File: config.mk
export PLATFORM = sky130hd
export DESIGN_NAME = cpu_oci_dct_packer
export DESIGN_NICKNAME = d
export VERILOG_FILES = /design/src/rtl/cpu_oci_dct_packer_pkg.sv /design/src/rtl/cpu_oci_dct_outreg.sv /design/src/rtl/cpu_oci_dct_packer.sv
export SDC_FILE = /design/constraint.sdc
export NUM_CORES = 1
export LEC_CHECK = 0
export CAP_MARGIN = 20
export CORE_MARGIN = 4
export CORE_UTILIZATION = 40
export DETAILED_ROUTE_END_ITERATION = 7
export GPL_TIMING_DRIVEN = 0
export PLACE_DENSITY = 0.76
export SLEW_MARGIN = 5
export SYNTH_ARGS = -nofsm -noshare
export SYNTH_HDL_FRONTEND = slang
export SYNTH_SLANG_ARGS = --single-unit
File: constraint.sdc
create_clock -name clk -period 3.45 [get_ports clk]
set_clock_uncertainty 0.05 [all_clocks]
set_input_delay 0.345 -clock clk [delete_from_list [all_inputs] [get_ports clk]]
set_output_delay 0.345 -clock clk [all_outputs]
set_load 0.01 [all_outputs]
File: src/rtl/cpu_oci_dct_packer_pkg.sv
// Shared widths, atom encodings and FSM state codes for the OCI direct-branch trace packer.
// No logic of its own; no latency.
// Not applicable to backpressure (constants only).
package cpu_oci_dct_packer_pkg;

    localparam int ATOM_W = 2;
    localparam int DEPTH  = 15;
    localparam int BUF_W  = ATOM_W * DEPTH;
    localparam int CNT_W  = 4;

    // Atom encodings; 10/11 are reserved and packed unchanged
    localparam logic [ATOM_W-1:0] ATOM_NOT_TAKEN = 2'b00;
    localparam logic [ATOM_W-1:0] ATOM_TAKEN     = 2'b01;

    // Packer FSM state codes
    localparam logic [1:0] ST_RUN   = 2'd0;
    localparam logic [1:0] ST_DRAIN = 2'd1;
    localparam logic [1:0] ST_DONE  = 2'd2;

endpackage

File: src/rtl/cpu_oci_dct_outreg.sv
// One-deep valid/ready holding register for a packed trace frame and its atom count.
// Latency 1: a frame loaded on an edge is presented as frame_valid on the following cycle.
// Backpressure: accepts a load only when empty or draining this cycle; contents are stable while stalled.
module cpu_oci_dct_outreg
    import cpu_oci_dct_packer_pkg::*;
(
    input  logic             clk,
    input  logic             reset,
    input  logic             load_vld,
    input  logic [BUF_W-1:0] load_dat,
    input  logic [CNT_W-1:0] load_cnt,
    output logic             load_rdy,
    output logic             frame_valid,
    input  logic             frame_ready,
    output logic [BUF_W-1:0] frame_data,
    output logic [CNT_W-1:0] frame_count
);

    assign load_rdy = !frame_valid || frame_ready;

    // Capture a new frame when offered, otherwise empty out after the downstream handshake
    always_ff @(posedge clk) begin
        if (reset) begin
            frame_valid <= 1'b0;
            frame_data  <= '0;
            frame_count <= '0;
        end else if (load_vld) begin
            frame_valid <= 1'b1;
            frame_data  <= load_dat;
            frame_count <= load_cnt;
        end else if (frame_ready) begin
            frame_valid <= 1'b0;
        end
    end

endmodule

File: src/rtl/cpu_oci_dct_packer.sv
// Packs 2-bit direct-branch trace atoms into 30-bit frames of up to 15 atoms, with end-of-test drain.
// Latency 1: frame_valid rises the cycle after the closing atom or flush; dct_* update on the accepting edge.
// Backpressure: a closed frame waits in the accumulator while the output is stalled; atoms arriving then are dropped and flagged in overflow.
module cpu_oci_dct_packer
    import cpu_oci_dct_packer_pkg::*;
(
    input  logic              clk,
    input  logic              reset,
    input  logic              atom_valid,
    input  logic [ATOM_W-1:0] atom,
    input  logic              flush_req,
    output logic              frame_valid,
    input  logic              frame_ready,
    output logic [BUF_W-1:0]  frame_data,
    output logic [CNT_W-1:0]  frame_count,
    output logic [BUF_W-1:0]  dct_buffer,
    output logic [CNT_W-1:0]  dct_count,
    output logic              overflow,
    input  logic              test_ending,
    output logic              test_has_ended
);

    logic [1:0]       state_q;
    logic [1:0]       state_d;
    logic [BUF_W-1:0] acc_buf;
    logic [CNT_W-1:0] acc_cnt;
    logic             acc_closed;     // frame closed but still waiting for the output register

    logic [BUF_W-1:0] buf_nxt;
    logic [CNT_W-1:0] cnt_nxt;
    logic [BUF_W-1:0] buf_d;
    logic [CNT_W-1:0] cnt_d;
    logic             closed_d;
    logic             drain_act;
    logic             accept;
    logic             drop;
    logic             flush_eff;
    logic             close;
    logic             out_rdy;
    logic             xfer;
    logic             fv_nxt;
    logic             done_nxt;

    // Accumulator update, frame close/transfer decision and FSM next state
    always_comb begin
        // test_ending acts in the cycle it arrives so an empty packer finishes one cycle later
        drain_act = (state_q == ST_DRAIN) || ((state_q == ST_RUN) && test_ending);
        accept    = atom_valid && (state_q == ST_RUN) && !acc_closed;
        drop      = atom_valid && (state_q == ST_RUN) && acc_closed;
        flush_eff = flush_req || drain_act;

        buf_nxt = acc_buf;
        cnt_nxt = acc_cnt;
        if (accept) begin
            buf_nxt = acc_buf | (BUF_W'(atom) << (ATOM_W * int'(acc_cnt)));
            cnt_nxt = acc_cnt + CNT_W'(1);
        end

        close = acc_closed || (cnt_nxt == CNT_W'(DEPTH)) || (flush_eff && (cnt_nxt != '0));
        xfer  = close && out_rdy;

        buf_d    = buf_nxt;
        cnt_d    = cnt_nxt;
        closed_d = close;
        if (xfer) begin
            buf_d    = '0;
            cnt_d    = '0;
            closed_d = 1'b0;
        end

        fv_nxt   = xfer || (frame_valid && !frame_ready);
        done_nxt = (cnt_d == '0) && !fv_nxt;

        state_d = state_q;
        case (state_q)
            ST_RUN:   if (test_ending) state_d = done_nxt ? ST_DONE : ST_DRAIN;
            ST_DRAIN: if (done_nxt)    state_d = ST_DONE;
            default:  state_d = ST_DONE;
        endcase
    end

    // Register accumulator, sticky overflow and FSM state
    always_ff @(posedge clk) begin
        if (reset) begin
            acc_buf    <= '0;
            acc_cnt    <= '0;
            acc_closed <= 1'b0;
            overflow   <= 1'b0;
            state_q    <= ST_RUN;
        end else begin
            acc_buf    <= buf_d;
            acc_cnt    <= cnt_d;
            acc_closed <= closed_d;
            state_q    <= state_d;
            if (drop) overflow <= 1'b1;
        end
    end

    cpu_oci_dct_outreg u_outreg (
        .clk         (clk),
        .reset       (reset),
        .load_vld    (xfer),
        .load_dat    (buf_nxt),
        .load_cnt    (cnt_nxt),
        .load_rdy    (out_rdy),
        .frame_valid (frame_valid),
        .frame_ready (frame_ready),
        .frame_data  (frame_data),
        .frame_count (frame_count)
    );

    assign dct_buffer     = acc_buf;
    assign dct_count      = acc_cnt;
    assign test_has_ended = (state_q == ST_DONE);

endmodule

## Yosys cells after proc, flatten, opt, wreduce, memory -nomap -nowiden

Index checks and enable logic that the tools add are counted.

- Register bits after elaboration: 73
- Output and inout port bits: 71

- Reduce and logical (&&, ||, !) cells: 24
- Equal/unequal tests: 5
- Shifts and indexed selects: 1
- Add/subtract/negate cells: 1
- Bitwise gates (word level): 1
- Multiplexer cells: 9

Operators with widths:

| kind | number |
|---|---|
| $mux 30 | 1 |
| $or 30x30->30 | 1 |
| $shl 2x5->30 | 1 |
| $logic_and 1x1->1 | 8 |
| $mux 4 | 2 |
| $logic_or 1x1->1 | 6 |
| $mux 2 | 3 |
| $add 4x1->4 const B | 1 |
| $eq 4x4->1 const B | 1 |
| $logic_not 1->1 | 4 |
| $logic_not 4->1 | 1 |
| $ne 2x2->1 const B | 2 |
| $pmux 2 s2 | 1 |
| $reduce_bool 4->1 | 1 |
| $eq 2x1->1 const B | 1 |
| $eq 2x2->1 const B | 1 |
| $logic_not 2->1 | 1 |
| $mux 1 | 2 |
| $reduce_and 2->1 | 1 |
| $reduce_bool 2->1 | 1 |
| $reduce_or 2->1 | 1 |

## Longest topological paths before layout

Gate-level depths: netlist of run 1.

- Depth after elaboration: 14
- Gate-level depth with buffers: 7

## Modules after synthesis

From an unflattened synthesis of run 1, not the netlist that was laid out.

- Cells, all modules: 322
- Area total of the unflattened synthesis: 3050.4 µm²

Modules (own cells, without submodules):

| module | times used | cells an instance | area an instance (µm²) |
|---|---|---|---|
| cpu_oci_dct_packer | 1 | 208 | 1778.0 |
| cpu_oci_dct_outreg | 1 | 114 | 1272.5 |

## Worst setup path before layout of run 1

OpenSTA, ideal clock, no wires.

- Kind: reg-to-reg
- Start: register state_q[0]
- End: register u_outreg.frame_data[10]
- Required time: 3279 ps
- Stages on the path, launching flop included: 8
- Library setup time: 121 ps
- Arrival: 2293 ps
- Clock period less this slack: 2465 ps
- Setup slack: 985 ps
- Path through: dfxtp_1 -> or4b_1 -> buf_2 -> or4b_4 -> a31oi_4 -> o21ai_4 -> buf_6 -> mux2_4

- Word-level cells in the longest chain between the ends: 8

Ends and longest elaborated chain:

| element | line | source |
|---|---|---|
| from (decl) | cpu_oci_dct_packer.sv:23 | `logic [1:0] state_q;` |
| from (signal assigned) | cpu_oci_dct_packer.sv:94 | `state_q <= state_d;` |
| $logic_not 2->1 | cpu_oci_dct_packer.sv:47, cpu_oci_dct_packer.sv:48 |  |
| $logic_and 1x1->1 (2 in a row) | cpu_oci_dct_packer.sv:48 | `accept = atom_valid && (state_q == ST_RUN) && !acc_closed;` |
| $mux 4 | cpu_oci_dct_packer.sv:54 | `if (accept) begin` |
| $eq 4x4->1 or $reduce_bool 4->1 (tied branches) | cpu_oci_dct_packer.sv:59 | `close = acc_closed \|\| (cnt_nxt == CNT_W'(DEPTH)) \|\| (flush_eff && (cnt_nxt != '0));` |
| $logic_or 1x1->1 or $logic_and 1x1->1 (tied branches) | cpu_oci_dct_packer.sv:59 |  |
| $logic_or 1x1->1 | cpu_oci_dct_packer.sv:59 |  |
| $logic_and 1x1->1 | cpu_oci_dct_packer.sv:60 | `xfer = close && out_rdy;` |
| to (signal assigned) | cpu_oci_dct_outreg.sv:29 | `frame_data <= load_dat;` |
| to (decl) | cpu_oci_dct_outreg.sv:15 | `output logic [BUF_W-1:0] frame_data,` |

Several ways; a longest one is shown, not always the timed one.
A chain may end at the register's enable or synchronous reset.

## Final worst setup path of run 1

- Start: input port atom_valid
- End: register u_outreg.frame_data[17]

- Word-level cells in the longest chain between the ends: 7

Ends and longest elaborated chain:

| element | line | source |
|---|---|---|
| from (decl) | cpu_oci_dct_packer.sv:9 | `input logic atom_valid,` |
| $logic_and 1x1->1 * (2 in a row) | cpu_oci_dct_packer.sv:48 |  |
| $mux 4 | cpu_oci_dct_packer.sv:54 |  |
| $eq 4x4->1 or $reduce_bool 4->1 (tied branches) | cpu_oci_dct_packer.sv:59 |  |
| $logic_or 1x1->1 or $logic_and 1x1->1 (tied branches) | cpu_oci_dct_packer.sv:59 |  |
| $logic_or 1x1->1 | cpu_oci_dct_packer.sv:59 |  |
| $logic_and 1x1->1 | cpu_oci_dct_packer.sv:60 |  |

Every way passes the cells marked *; elsewhere a longest branch is shown, timed or not.

==> flow_summary.ini, run 1 <==
[power_and_ir_drop]
p_sw_w = 0.000796
p_total_w = 0.00258
combPwrFrac_pct = 28.8
internal-power_w = 0.00178
p_leak_nw = 1.71
pwr-share-seq_pct = 36.1
p_sw_share_pct = 30.9
power.density_nw_per_um2 = 603
power.share.clock_pct = 35.2
ir_drop_v = 0.000284

[worst_hold_path]
hold_path.class = reg -> reg

[critical_path]
critical_path_class = in -> reg
crit_path_cell_trace = clkdlybuf4s50_1 > nor4b_1 > nand4b_1 > a31o_2 > o21ai_4 > buf_6 > mux2_4
cp-start-kind = input pin
cp.required_ns = 3.62
crit_path_max_fanout = 10
slowest_delay_ns = 0.85
arrival_ns = 3.17
r2r_slack_ns = 0.53
end_kind = register
crit_slowest_cell = nor4b_1

[yosys]
synth-seq-cells = 73
synthAdderAreaFrac_pct = 0.402
synthXorXnorAreaFrac_pct = 1.13
synth_cell_types = 43
synth_top_area_share_pct = 47.0
syn_area_um2 = 3110
synthMuxAreaShare_pct = 14.4
synthSimpleGateAreaFrac_pct = 23.8
synthCells = 329
synth_compound_area_share_pct = 8.93
synth_edf_count = 0
ys_top_cells_by_area = dfxtp_1 47%, mux2_4 10%, nor2_1 6.3%, nor2b_1 5.2%, nor3_1 4.3%
syn_avg_cell_area_um2 = 9.45
ys_warn_count = 0
ys_top_cells_by_count = 73 x dfxtp_1, 52 x nor2_1, 27 x nor3_1
synth_most_common_cell = dfxtp_1
synth_flop_cell = dfxtp_1
synth_top_family_by_area = simple AND/OR/NAND/NOR gates
yosysTopAreaCell = dfxtp_1
yosysSeqAreaShare_pct = 47.0
async_flop_share_pct = 0
syn-num-nets = 338

[place]
dp.cells = 505
hpwl_um = 5940
gp_congestion = 0.838
pre_cts_ws_ns = 0.161
io_buffers = 77

[global_route]
grt_max_degree = 14
first_global_vias = 2663
overflow = 0
antenna_found_initial = 0
grt_pass1_wl_um = 13200
groute.usage.overall_pct = 18.6

[routing]
met1Wirelength_um = 3700
wl_met3_um = 443
postRouteAntennaNets = 0
wl_um = 8200
drt_iter0_markers = 136
drc_errors = 0
top_layer = met4
via_count = 2659
dr.pass1.iters = 4
dr_wl_met2_um = 3960
post_drt_wl_per_cell_um = 15.7
viasPerCell = 5.10

[job]
maxCapViolCount = 0

[floorplan]
die_h_um = 96.2
ios = 79
die_x_um = 96.2
initial_core_util_pct = 42.0
die_area_um2 = 9250
core_um2 = 7410
rows = 31

[timing]
worst_slew_pin_slew_ns = 1.13
drv_slew = 0
fmax_mhz = 334
slew_headroom_pct = 24.3
min_period_ns = 3.00
fin_crit_sh_pct = 86.8
setup_viol = 0
finalHoldViolCount = 0
worst_slack_ns = 0.454
finalSetupTns_ns = 0
rsz0062_at_grt = false

[cells_and_area]
antennaDiodeCount = 0
drive_gt1_share_pct = 12.6
final_nets = 426
area_delta_synth_final_pct = 37.6
final_cell_count_no_fill = 521

[cts]
numCtsBuffers = 9
cts_tree = done
cts_resized = 0
clockRootBuffer = clkbuf_8
hold_buffers = 0
htree_levels = 3
cts_sinks = 73
cts_setup_buffers = 0
cts.clk_slew.worst_paths_ns = 0.08
worstSkewPairLatency_ns = 0.34
cts_max_path_buffers = 2

[outcome]
status = completed
per-stage QoR:
step	area [µm²]	hold slack [ns]	utilization, %
CTS	4280	0.420	57.8
floorplan	3110	0.433	-
finish	4280	0.416	57.8
global route	4280	0.439	57.8
detailed placement	4000	0.402	54.0
global placement	4000	0.403	54.0
power by group through the flow:
stage | logic [W] | clock network [W] | registers, W
after floorplan | 0.000517 | 0 | 0.000955
after global placement | 0.000733 | 0 | 0.000948
after detailed placement | 0.000738 | 0 | 0.000949
after CTS | 0.000745 | 0.000911 | 0.000929
after global routing | 0.000808 | 0.000946 | 0.000940
final | 0.000742 | 0.000907 | 0.000930
layout make-up:
class,count,area [µm²]
clock inverters,6,138
well taps,99,124
flip-flops and latches,73,1460
inverters,6,22.5
multi-input cells,228,1520
clock buffers,10,138
repair buffers,77,771
plain buffers,22,110
fillers,654,3130
cells in the final DEF (no fill, tap or decap), types with 4 or more instances in the layout:
master,instances
clkdlybuf4s50_1,77
dfxtp_1,73
nor2_1,52
nor3_1,27
nor2b_1,26
mux2_4,21
a21oi_1,18
nand2_1,16
clkbuf_1,14
mux2i_1,10
clkbuf_8,10
o21ai_0,8
a31oi_1,7
inv_1,5
and3b_1,4
buf_2,4
nor3b_1,4
bufinv_16,4
metal layers:
metal  global-route usage [%]  vias up
met5                        0        -
met4                     6.75        0
met3                     3.60        9
met2                     31.1       78
met1                     23.8     1263
li1                         -     1309
final timing paths:
check / from / to / cells past startpoint
worst max-delay path: atom_valid / u_outreg.frame_data[17] / 7
worst min-delay path: u_outreg.frame_data[4] / u_outreg.frame_data[4] / 2
worst max register to register: state_q[0] / u_outreg.frame_data[17] / 6
worst min register to register: u_outreg.frame_data[4] / u_outreg.frame_data[4] / 2
registers in the layout, indices dropped and copies added (netlist names):
signal                flops
dct_count                 4
acc_closed                1
u_outreg.frame_data      30
u_outreg.frame_count      4
state_q                   2
overflow                  1
u_outreg.frame_valid      1
dct_buffer               30
logic make-up (layout without fill, tap and decap cells):
group                    after synthesis  in the layout
buffers and inverters                 28            121
flip-flops                            73             73
AO/OA/AOI/OAI                         43             43
adder cells (fa/ha/maj)                1              1
XOR/XNOR                               4              4
multiplexers                          34             34
AND/OR/NAND/NOR                      146            146
worst max-delay path, delay by kind of cell:
family,cells,cell delay [ns]
AND/OR/NAND/NOR,2,1.14
buffers and inverters,2,0.72
multiplexers,1,0.31
AO/OA/AOI/OAI,2,0.64
Power figures use the tool's default switching activity.
==> run 2, diff against run 1 <==
--- a/config.mk
+++ b/config.mk
@@ -6,12 +6,13 @@
 export NUM_CORES = 1
 export LEC_CHECK = 0
 export CAP_MARGIN = 20
+export CORE_ASPECT_RATIO = 1.2
 export CORE_MARGIN = 4
 export CORE_UTILIZATION = 40
 export DETAILED_ROUTE_END_ITERATION = 7
 export GPL_TIMING_DRIVEN = 0
 export PLACE_DENSITY = 0.76
-export SLEW_MARGIN = 5
+export SLEW_MARGIN = 20
 export SYNTH_ARGS = -nofsm -noshare
 export SYNTH_HDL_FRONTEND = slang
 export SYNTH_SLANG_ARGS = --single-unit
==> run 2 against run 1 <==
Net effect:
- core utilization decreased by 1.0 points
- combinational power about the same
- clock power decreased by 24%
- first-iteration DRC count decreased by 8.1%
- sequential share of layout area increased by 0.65 points
- critical path type unchanged
- largest power group unchanged
- highest routed layer unchanged
==> flow_summary.ini, run 2 (synthesis gave the netlist of run 1 again) <==
[outcome]
status = completed

[routing]
post_drt_wl_per_cell_um = 15.5
viasPerCell = 5.13
wl_um = 7940
postRouteAntennaNets = 0
drc_errors = 0
dr.pass1.iters = 4
drt_iter0_markers = 125
via_count = 2625

[global_route]
overflow = 0
first_global_vias = 2721
groute.usage.overall_pct = 18.0
grt_max_degree = 13
antenna_found_initial = 0
grt_pass1_wl_um = 13100

[critical_path]
crit_slowest_cell = nor4b_1
worstReg2RegStart = state_q[0]
endpoint = u_outreg.frame_data[19]
end_kind = register
cp-start-kind = input pin
r2r_slack_ns = 0.57
slowest_delay_ns = 0.87
crit_path_start = atom_valid
path_depth = 7
reg2reg_to = u_outreg.frame_data[19]
arrival_ns = 3.15
cp.required_ns = 3.64
critical_path_class = in -> reg
cp_top_family = simple AND/OR/NAND/NOR gates
crit_path_max_fanout = 10
r2r_cells = 6
critical_path.n_buffers_inverters = 2
crit_path_cell_trace = clkdlybuf4s50_1 > nor4b_1 > nand4b_1 > a31o_2 > o21ai_4 > buf_6 > mux2_4

[cells_and_area]
area_delta_synth_final_pct = 35.1
drive_gt1_share_pct = 12.3
final_nets = 426
layout_common_cells = 77 x clkdlybuf4s50_1, 73 x dfxtp_1, 52 x nor2_1, 27 x nor3_1, 26 x nor2b_1
mostFrequentLayoutCell = clkdlybuf4s50_1
fin_util_pct = 56.7
antennaDiodeCount = 0
fillers = 684

[floorplan]
rows = 34
core_um2 = 7400
die_h_um = 105
initial_core_util_pct = 42.0
ios = 79
die_x_um = 88.5
die_area_um2 = 9250

[job]
maxCapViolCount = 0

[timing]
drv_slew = 0
rsz0062_at_grt = false
fmax_mhz = 338
finalHoldViolCount = 0
setup_viol = 0
min_period_ns = 2.96
holdWs_ns = 0.414
slew_headroom_pct = 27.8
worst_slew_pin_slew_ns = 1.07
fin_crit_sh_pct = 85.8
finalSetupTns_ns = 0

[place]
gp_congestion = 0.885
hpwl_um = 5890
io_buffers = 77

[cts]
cts_setup_buffers = 0
worstSkewPairLatency_ns = 0.35
numCtsBuffers = 9
clockRootBuffer = clkbuf_8
cts_resized = 0
htree_levels = 3
cts_max_path_buffers = 2
cts_sinks = 73
cts.clk_slew.worst_paths_ns = 0.07
cts_tree = done
hold_buffers = 0

[power_and_ir_drop]
power.density_nw_per_um2 = 561
p_leak_nw = 1.67
ir_drop_v = 0.000349

[worst_hold_path]
hold_path.class = reg -> reg
## run 2: where the power goes
part	switching [W]	leakage, nW	total [W]	internal [W]
registers	0.0000448	0.589	0.000931	0.000886
clock network	0.000313	0.103	0.000687	0.000374
logic	0.000420	0.981	0.000739	0.000319
## run 2: worst min-delay path by stage
stage / start / endpoint / slack (ns) / cells past startpoint
floorplan: u_outreg.frame_count[2] / u_outreg.frame_count[2] / 0.43 / 2
global placement: u_outreg.frame_data[5] / u_outreg.frame_data[5] / 0.40 / 2
detailed placement: u_outreg.frame_data[0] / u_outreg.frame_data[0] / 0.40 / 2
CTS: u_outreg.frame_data[4] / u_outreg.frame_data[4] / 0.42 / 2
global route: u_outreg.frame_data[0] / u_outreg.frame_data[0] / 0.43 / 2
finish: u_outreg.frame_data[4] / u_outreg.frame_data[4] / 0.41 / 2
## run 2: layout make-up
cell class / count / area, µm² / area share [%]
timing repair buffer: 77 / 771 / 18.4
clock inverter: 4 / 51.3 / 1.22
buffer: 22 / 110 / 2.62
inverter: 6 / 22.5 / 0.536
multi-input combinational: 228 / 1520 / 36.1
sequential: 73 / 1460 / 34.8
tap: 90 / 113 / 2.68
clock buffer: 12 / 155 / 3.69
## run 2: through the flow
stage | instance area, µm² | power [W] | setup slack (ns) | instances
after floorplan | 3110 | 0.00147 | 0.985 | 329
after global placement | 3990 | 0.00168 | 0.162 | 496
after detailed placement | 3990 | 0.00169 | 0.143 | 496
after CTS | 4200 | 0.00237 | 0.518 | 512
after global routing | 4200 | 0.00248 | 0.339 | 512
final | 4200 | 0.00236 | 0.490 | 512
## run 2: layer usage
layer,track usage (%),part of all wire [%]
met2,28.1,48
met5,0,0
met3,4.65,5.9
met4,7.02,2.2
met1,23.6,44
## run 2: tightest hold or removal path: stages (launching register included)
cell and delay [ns]:
dfxtp_1 0.31, nand2_1 0.05, mux2i_1 0.06
==> run 3, diff against run 2 <==
--- a/config.mk
+++ b/config.mk
@@ -5,8 +5,7 @@
 export SDC_FILE = /design/constraint.sdc
 export NUM_CORES = 1
 export LEC_CHECK = 0
-export CAP_MARGIN = 20
-export CORE_ASPECT_RATIO = 1.2
+export CORE_ASPECT_RATIO = 1.4
 export CORE_MARGIN = 4
 export CORE_UTILIZATION = 40
 export DETAILED_ROUTE_END_ITERATION = 7
==> run 3 against run 2 <==
Net effect:
- final cell count up 1.4%
- register-to-register slack lost 0.06 ns
- count of clock-buffer cells in the layout is 1 lower
- power rose by 5.3%
- global-route usage rose by 0.39 points
- die area grew 0.15%
- cell area grew 0.89%
- sequential share of layout area fell by 0.31 points
- via count is 2.0% higher
==> flow_summary.ini, run 3 (synthesis gave the netlist of run 1 again) <==
[critical_path]
crit_path_max_fanout = 10
end_kind = register
cp-start-kind = input pin
arrival_ns = 3.22
cp.required_ns = 3.64
critical_path_class = in -> reg

[timing]
finalSetupTns_ns = 0
slew_headroom_pct = 30.1
min_period_ns = 3.03
fmax_mhz = 330
fin_crit_sh_pct = 87.9
rsz0062_at_grt = false
drv_slew = 0
worst_slew_pin_slew_ns = 1.03
finalHoldViolCount = 0
setup_viol = 0

[cells_and_area]
mostFrequentLayoutCell = clkdlybuf4s50_1
stdcell_area_um2 = 4240
drive_gt1_share_pct = 12.1
layout_common_cells = 77 x clkdlybuf4s50_1, 73 x dfxtp_1, 52 x nor2_1, 27 x nor3_1, 26 x nor2b_1
area_delta_synth_final_pct = 36.3
antennaDiodeCount = 0
fillers = 661
final_nets = 426

[floorplan]
die_x_um = 82.5
initial_core_util_pct = 41.7
ios = 79
rows = 37
die_area_um2 = 9270
core_um2 = 7450
die_h_um = 112

[routing]
viasPerCell = 5.16
post_drt_wl_per_cell_um = 15.9
wl_um = 8250
drt_iter0_markers = 154
drc_errors = 0
via_count = 2677
postRouteAntennaNets = 0
dr.pass1.iters = 4

[power_and_ir_drop]
p_leak_nw = 1.69
power.share.clock_pct = 32.2
ir_drop_v = 0.000421
p_sw_w = 0.000795
power.density_nw_per_um2 = 585
p_sw_share_pct = 32.0
p_total_w = 0.00248
combPwrFrac_pct = 30.3
pwr-share-seq_pct = 37.5
internal-power_w = 0.00169

[cts]
clockRootBuffer = clkbuf_8
worstSkewPairLatency_ns = 0.35
cts_max_path_buffers = 2
numCtsBuffers = 9
htree_levels = 3
cts_resized = 0
cts.clk_slew.worst_paths_ns = 0.07
hold_buffers = 0
cts_sinks = 73
cts_setup_buffers = 0
cts_tree = done

[place]
gp_congestion = 0.937
io_buffers = 77
placed_area_um2 = 4000
hpwl_um = 5920

[global_route]
overflow = 0
grt_max_degree = 13
groute.usage.overall_pct = 18.4
grt_pass1_wl_um = 13200
antenna_found_initial = 0
first_global_vias = 2689

[outcome]
status = completed

[worst_hold_path]
hold_path.class = reg -> reg

[job]
maxCapViolCount = 0
[run 3: changes by cell type in the layout (fill, tap and decap cells not counted), sizes merged]
| cell | change |
|---|---|
| clkinvlp | -1 |
| clkbuf | -1 |
| bufinv | +2 |
[run 3: power by group through the flow]
stage               clock network [W]  logic (W)  registers (W)
floorplan                           0   0.000517       0.000955
global placement                    0   0.000734       0.000946
detailed placement                  0   0.000741       0.000948
CTS                          0.000805   0.000751       0.000930
global route                 0.000842   0.000806       0.000939
finish                       0.000799   0.000751       0.000930
[run 3: final timing paths]
path / startpoint / endpoint / slack [ns] / cells past startpoint
worst max-delay path: atom_valid / u_outreg.frame_data[11] / 0.42 / 7
worst min-delay path: u_outreg.frame_data[4] / u_outreg.frame_data[4] / 0.42 / 2
worst max register to register: state_q[0] / u_outreg.frame_data[11] / 0.51 / 6
worst min register to register: u_outreg.frame_data[4] / u_outreg.frame_data[4] / 0.42 / 2
[run 3: through the flow]
stage	setup WS [ns]	hold WS [ns]	utilization (%)	std cells
floorplan	0.985	0.433	-	329
global placement	0.142	0.401	53.7	503
detailed placement	0.162	0.403	53.7	503
CTS	0.458	0.420	56.8	519
global route	0.331	0.447	56.8	519
finish	0.418	0.416	56.8	519
[run 3: routing by layer]
metal  up-vias  routed length (µm)  track usage (%)
met5         -                   0                0
met3        19                 472             4.49
met4         0                 212             7.85
met1      1268                3440             22.8
li1       1300                   -                -
met2        90                4120             29.8
[run 3: final cells by class]
class                           instances  area [µm²]  share of cell area, %
Clock inverter                          5         104                   2.45
Timing Repair Buffer                   77         771                   18.2
Sequential cell                        73        1460                   34.5
Multi-Input combinational cell        228        1520                   35.8
Buffer                                 22         110                   2.60
Clock buffer                           11         131                   3.10
Tap cell                               97         121                   2.86
Inverter                                6        22.5                  0.532
[run 3: worst max-delay path: stages]
cell,delay (ns)
clkdlybuf4s50_1,0.50
nor4b_1,0.84
nand4b_1,0.31
a31o_2,0.38
o21ai_4,0.28
buf_6,0.23
mux2_4,0.31
